===== src/rtl/dram_port_arbiter.sv =====
// dram_port_arbiter: shares one synchronous-read RAM between the CPU port (A)
// and the UART-monitor port (B). Single grant per cycle, round-robin on ties,
// monitor lock that shuts out A, pipelined one-cycle read return and an
// A-port starvation status for debug.
//
// Handshake: a port raises x_req with x_we/x_adr/x_wdata and holds them stable
// until it sees x_gnt high in a cycle; the transfer happens in that cycle.
// A granted read returns x_rvalid=1 with x_rdata exactly one cycle later.
// x_rdata is unqualified and only meaningful while x_rvalid=1.
module dram_port_arbiter #(
   parameter int ADR_W = 12,
   parameter int DAT_W = 32
) (
   input  logic             clk,
   input  logic             rst,
   // CPU port
   input  logic             a_req,
   input  logic             a_we,
   input  logic [ADR_W-1:0] a_adr,
   input  logic [DAT_W-1:0] a_wdata,
   output logic             a_gnt,
   output logic             a_rvalid,
   output logic [DAT_W-1:0] a_rdata,
   // UART-monitor port
   input  logic             b_req,
   input  logic             b_we,
   input  logic [ADR_W-1:0] b_adr,
   input  logic [DAT_W-1:0] b_wdata,
   output logic             b_gnt,
   output logic             b_rvalid,
   output logic [DAT_W-1:0] b_rdata,
   // monitor owns the RAM
   input  logic             mon_lock,
   // RAM side
   output logic [ADR_W-1:0] ram_radr,
   output logic [ADR_W-1:0] ram_wadr,
   output logic [DAT_W-1:0] ram_wdata,
   output logic             ram_wen,
   input  logic [DAT_W-1:0] ram_rdata,
   // debug status
   output logic             a_starve
);

   logic             r_last_b;      // 1: B was granted most recently
   logic             r_gnt_seen;    // 0 until the first grant after reset
   logic             r_rd_pend;     // a granted read returns this cycle
   logic             r_rd_owner_b;  // owner of the returning read
   logic [ADR_W-1:0] r_radr_hold;
   logic [ADR_W-1:0] r_wadr_hold;
   logic [3:0]       r_starve_cnt;

   logic             w_a_pref;
   logic             w_a_gnt;
   logic             w_b_gnt;
   logic             w_gnt_we;
   logic [ADR_W-1:0] w_gnt_adr;

   // Grant decision and RAM drive from the granted port, all combinational.
   // Ties go to the port not granted most recently; before any grant has been
   // made A wins, which is why r_gnt_seen is kept alongside r_last_b.
   always_comb begin
      w_a_pref  = !r_gnt_seen || r_last_b;
      w_a_gnt   = !rst && !mon_lock && a_req && (!b_req || w_a_pref);
      w_b_gnt   = !rst && b_req && !w_a_gnt;
      w_gnt_we  = w_b_gnt ? b_we  : a_we;
      w_gnt_adr = w_b_gnt ? b_adr : a_adr;

      a_gnt     = w_a_gnt;
      b_gnt     = w_b_gnt;
      ram_wen   = (w_a_gnt || w_b_gnt) && w_gnt_we;
      ram_wdata = w_b_gnt ? b_wdata : a_wdata;
      ram_wadr  = ((w_a_gnt || w_b_gnt) && w_gnt_we)  ? w_gnt_adr : r_wadr_hold;
      ram_radr  = ((w_a_gnt || w_b_gnt) && !w_gnt_we) ? w_gnt_adr : r_radr_hold;

      // Returning read goes to its owner; reset cancels it in the same cycle.
      a_rvalid  = !rst && r_rd_pend && !r_rd_owner_b;
      b_rvalid  = !rst && r_rd_pend &&  r_rd_owner_b;
      a_rdata   = ram_rdata;
      b_rdata   = ram_rdata;

      a_starve  = !rst && r_starve_cnt[3];
   end

   // Round-robin history: updated only when a grant is made.
   always_ff @(posedge clk) begin
      if (rst) begin
         r_last_b   <= 1'b0;
         r_gnt_seen <= 1'b0;
      end else if (w_a_gnt || w_b_gnt) begin
         r_last_b   <= w_b_gnt;
         r_gnt_seen <= 1'b1;
      end
   end

   // Read pipeline: remember that a read was granted and by which port.
   always_ff @(posedge clk) begin
      if (rst) begin
         r_rd_pend    <= 1'b0;
         r_rd_owner_b <= 1'b0;
      end else begin
         r_rd_pend    <= (w_a_gnt || w_b_gnt) && !w_gnt_we;
         r_rd_owner_b <= w_b_gnt;
      end
   end

   // Address hold copies so the RAM addresses stay put while idle.
   always_ff @(posedge clk) begin
      if (rst) begin
         r_radr_hold <= '0;
         r_wadr_hold <= '0;
      end else begin
         r_radr_hold <= ram_radr;
         r_wadr_hold <= ram_wadr;
      end
   end

   // A-port wait counter, saturating at 15, cleared on grant or dropped request.
   always_ff @(posedge clk) begin
      if (rst) begin
         r_starve_cnt <= 4'd0;
      end else if (a_req && !w_a_gnt) begin
         if (r_starve_cnt != 4'hF) r_starve_cnt <= r_starve_cnt + 4'd1;
      end else begin
         r_starve_cnt <= 4'd0;
      end
   end

endmodule


===== config.mk =====
export PLATFORM = sky130hd
export DESIGN_NAME = dram_port_arbiter
export DESIGN_NICKNAME = d
export VERILOG_FILES = /design/src/rtl/dram_port_arbiter.sv
export SDC_FILE = /design/constraint.sdc
export NUM_CORES = 1
export LEC_CHECK = 0
export CAP_MARGIN = 20
export CORE_AREA = 2 2 98 100
export CTS_CLUSTER_DIAMETER = 60
export DETAILED_ROUTE_END_ITERATION = 8
export DIE_AREA = 0 0 100 102
export MAX_ROUTING_LAYER = met4
export PLACE_DENSITY = 0.84
export SLEW_MARGIN = 20
export SYNTH_ARGS = -nofsm -noshare
export SYNTH_HDL_FRONTEND = slang
export SYNTH_SLANG_ARGS = --single-unit
export TNS_END_PERCENT = 10

===== constraint.sdc =====
create_clock -name clk -period 2.7 [get_ports clk]
set_clock_uncertainty 0.2 [all_clocks]
set_input_delay 0.405 -clock clk [delete_from_list [all_inputs] [get_ports clk]]
set_output_delay 0.405 -clock clk [all_outputs]
set_load 0.05 [all_outputs]

# Word-level counts from Yosys, hierarchy flattened
# Index checks and enable logic that the tools add are counted.
# word_totals
word_cells	38
out_inout_bits	126
input_bits	127
register_bits	32
# op_classes
n_mux	5
bitwise_logic	1
n_reduce_logical	23
n_addsub	1
eq_ne	1
# op_table
cell	count
12-bit 2-to-1 mux	3
32-bit 2-to-1 mux	1
1-bit logical AND	12
1-bit zero test	7
4-bit by 1-bit adder with 4-bit output (second input constant)	1
4-bit != test (second input constant)	1
1-bit logical OR	3
2-bit OR reduction	1
1-bit 2-to-1 mux	1
1-bit NOT	1

# Longest topological paths before layout
# logic_depth
word_depth	10
mapped_depth	8
mapped_depth_nobuf	5

# Least setup slack after synthesis
# OpenSTA, ideal clock, no wires.
# synth_timing
path_type	input to output
start	in a_req
end	out ram_wadr[10]
arrival_ps	2150
path_buffers	2
required_time_ps	2095
slack_ps	-55
stages	6
cell_sequence	nor2b_1 a211oi_1 or2_1 buf_2 buf_2 a21oi_1
# synth_via
elab_chain_cells	7
elab_cells_between_ends	9
classes_between	mux: 3; reduce/logical: 6
# synth_rtl
element	line_no	source
from (decl)	17	input logic a_req,
1-bit logical AND (*) (2 in series)	63	w_a_gnt = !rst && !mon_lock && a_req && (!b_req || w_a_pref);
1-bit zero test	64	w_b_gnt = !rst && b_req && !w_a_gnt;
1-bit logical AND	64	
1-bit 2-to-1 mux / 1-bit logical OR (equally long branches)	-	
1-bit logical AND (*)	-	
via ram_wen	38	output logic ram_wen,
12-bit 2-to-1 mux (*)	72	ram_wadr = ((w_a_gnt || w_b_gnt) && w_gnt_we) ? w_gnt_adr : r_wadr_hold;
to (decl)	36	output logic [ADR_W-1:0] ram_wadr,
# Mark *: on every way through the listed nets, which the timed path passes. The rest lies on a longest branch.

# Final worst setup path
# layout_timing
start	in b_we
end	out ram_wadr[11]
# layout_via
elab_chain_cells	3
# layout_rtl
element	line_no	source
from (decl)	26	input logic b_we,
1-bit 2-to-1 mux	65	w_gnt_we = w_b_gnt ? b_we : a_we;
1-bit logical AND	72	
12-bit 2-to-1 mux	72	
# Every way passes these cells.

==> results <==
[power breakdown]
part	total, µW	leakage [µW]	switching, µW	internal (µW)
Clock	398	0.0000503	171	227
Combinational	1040	0.00169	568	472
Sequential	514	0.000263	11.6	503
[stage by stage]
stage / TNS (ns) / total power, µW / util (%) / cell area, µm²
6_report: 0 / 1950 / 48.3 / 4400
5_1_grt: -0.0721 / 2020 / 48.3 / 4400
3_5_place_dp: -4.76 / 1530 / 45.8 / 4170
4_1_cts: -0.222 / 1950 / 48.0 / 4370
2_1_floorplan: -0.470 / 1270 / - / 2390
3_3_place_gp: -2.94 / 1520 / 45.8 / 4170
[critical path: stages]
cell and delay (ns):
clkdlybuf4s50_1 0.53, inv_1 0.08, a211oi_2 0.26, buf_4 0.25
nor3_1 0.09, a21oi_1 0.19, buf_4 0.24
[final timing paths]
path	slack, ns	depth (start not counted)	from	to
worst min-delay path	0.29	1	r_last_b	r_last_b
worst max register to register	0.85	6	r_last_b	r_wadr_hold[9]
worst max-delay path	0.05	7	b_we	ram_wadr[11]
worst min register to register	0.29	1	r_last_b	r_last_b
[cell families after synthesis]
kind of cell / count (synthesis)
simple gates: 144
buf+inv: 88
compound gates: 56
flops: 32
mux: 13
xor+xnor: 1
fa+ha+maj: 1
[cell usage in the layout, fill, tap and decap left out, types with 4 or more instances in the layout]
cell type,Yosys,routed
buf_6,3,5
mux2i_2,0,5
clkbuf_8,0,7
nor3_1,26,26
mux2i_1,13,5
buf_4,66,62
dlymetal6s2s_1,0,4
nor2_1,6,6
nand2_1,98,98
buf_12,0,39
dfxtp_1,32,32
a211oi_1,26,24
clkdlybuf4s50_1,0,90
a21oi_1,25,25
[state kept, by name (all words and copies together), names as in the netlist]
register	flops
r_last_b	1
r_rd_owner_b	1
r_gnt_seen	1
r_starve_cnt	4
r_rd_pend	1
r_radr_hold	12
r_wadr_hold	12
[what timing repair did]
item,in CTS,in global routing
endpoints found under the setup margin,56,57
gates cloned,1,0
resized for setup,22,7
pin swaps,1,2
hold buffers,0,0
[final cells by class]
class / instances / area (µm²)
clock buffer: 7 / 96.3
fill: 799 / 4710
inverter: 3 / 11.3
multi-input combinational: 215 / 1250
sequential: 32 / 641
tap: 111 / 139
timing repair buffer: 201 / 2260
[layer usage]
layer / up-vias / share of wire (%)
met2: 197 / 50
met3: 17 / 11
met5: - / 0
li1: 1303 / -
met1: 1322 / 37
met4: 0 / 1.6
==> metrics.csv <==
metric,value,unit
H-tree Lvls,2,
via count,2839,
most common cell in the netlist,nand2_1,
Yosys cell types,29,
Wirelength per Cell,19.2,µm
status,"finished, final reports clean",
combinational family with the most area after synthesis,simple AND/OR/NAND/NOR gates,
Clock transition at path regs,0.06,ns
multiplexer share of the synthesized area,5.44,%
ant diodes,0,
Final min period,2.65,ns
area delta synth->final,83.7,%
# rows,35,
PD cells,444,nW/µm²
grt met1 use,24.4,%
GR Util met2,35.5,%
fin. max-slew vios,0,
Total Wirelength,10.9,mm
cell taking the most area after synthesis,dfxtp_1,
dpl ws,-0.248,ns
CP Data Arrival Time,2.05,ns
number of synthesized register bits,32,
Pleak,0.00200,µW
placed cells,561,
root buffer cell,clkbuf_8,
Tot GR Track Use,21.0,%
chip width,100,µm
Max-Cap Viols,0,
crit path capture type,primary output,
maximum VDD drop,0.419,mV
Ports,253,
Synth Cell Area,2390,µm²
Worst Setup Path Type,in2out,
slew margin rel.,74.8,%
core area,9110,µm²
Synth Net Count,463,
Setup Viol. Count Final,0,
1st-iter DRT viols,110,
initial core utilization,26.3,%
Routed Antenna Nets,0,
post-synthesis sequential area ratio,26.8,%
met3 GRT Util,6.50,%
initial antenna violation count,0,
fin nets,586,
Main synth FF type,dfxtp_1,
"Remaining Overflow, GRT",0,
GRT busiest layer,met2,
max frequency,377,MHz
startpoint types,primary input,
adder-cell share of the synthesized area,0.523,%
drc violations,0,
# port buffers,156,
number of global-route vias before repair,2858,
Critical Path RT,2.10,ns
Crit Path Max Fanout,12,
Clock Tree Buf Depth,2,
Final Worst Setup Slack,0.0456,ns
Die ar.,10200,µm²
ys async rst share,0,%
Synth Instances,335,
"top cells by area, synth","dfxtp_1 27%, buf_4 21%, nand2_1 15%",
GP Congestion,0.831,
Hold Slack,0.293,ns
period utilisation layout,98.3,%
XOR/XNOR share of the synthesized area,0.366,%
number of synthesized flops with an enable pin,0,
worst-margin pin slew,0.375,ns
CTS tree,built,
CTS Sinks,32,
HPWL after DPL,8.86,mm
Simple-Gate Fraction of Synth Area,25.9,%
share of cells above drive strength 1,29.3,%
Hold Crit Class,reg2reg,
die height,102,µm
First-pass DRT Iterations,4,
worst skew pair latency,0.28,ns
vias per cell,4.99,
pin count of the biggest net entering global routing,22,
Finished Layout Cells,569,
syn_area_per_cell,7.14,µm²
Synth Area in Compound Gates,15.2,%
"top cells by count, synth","98 x nand2_1, 66 x buf_4, 32 x dfxtp_1",
Yosys top cell area share,26.8,%
post-CTS setup buffer count,0,
Num CTS Buffers,5,
first-pass GRT wire length,16.0,mm
Ys Warns,0,
Fin. Hold Viols,0,
Note: power is estimated with default switching activity, not from simulation.
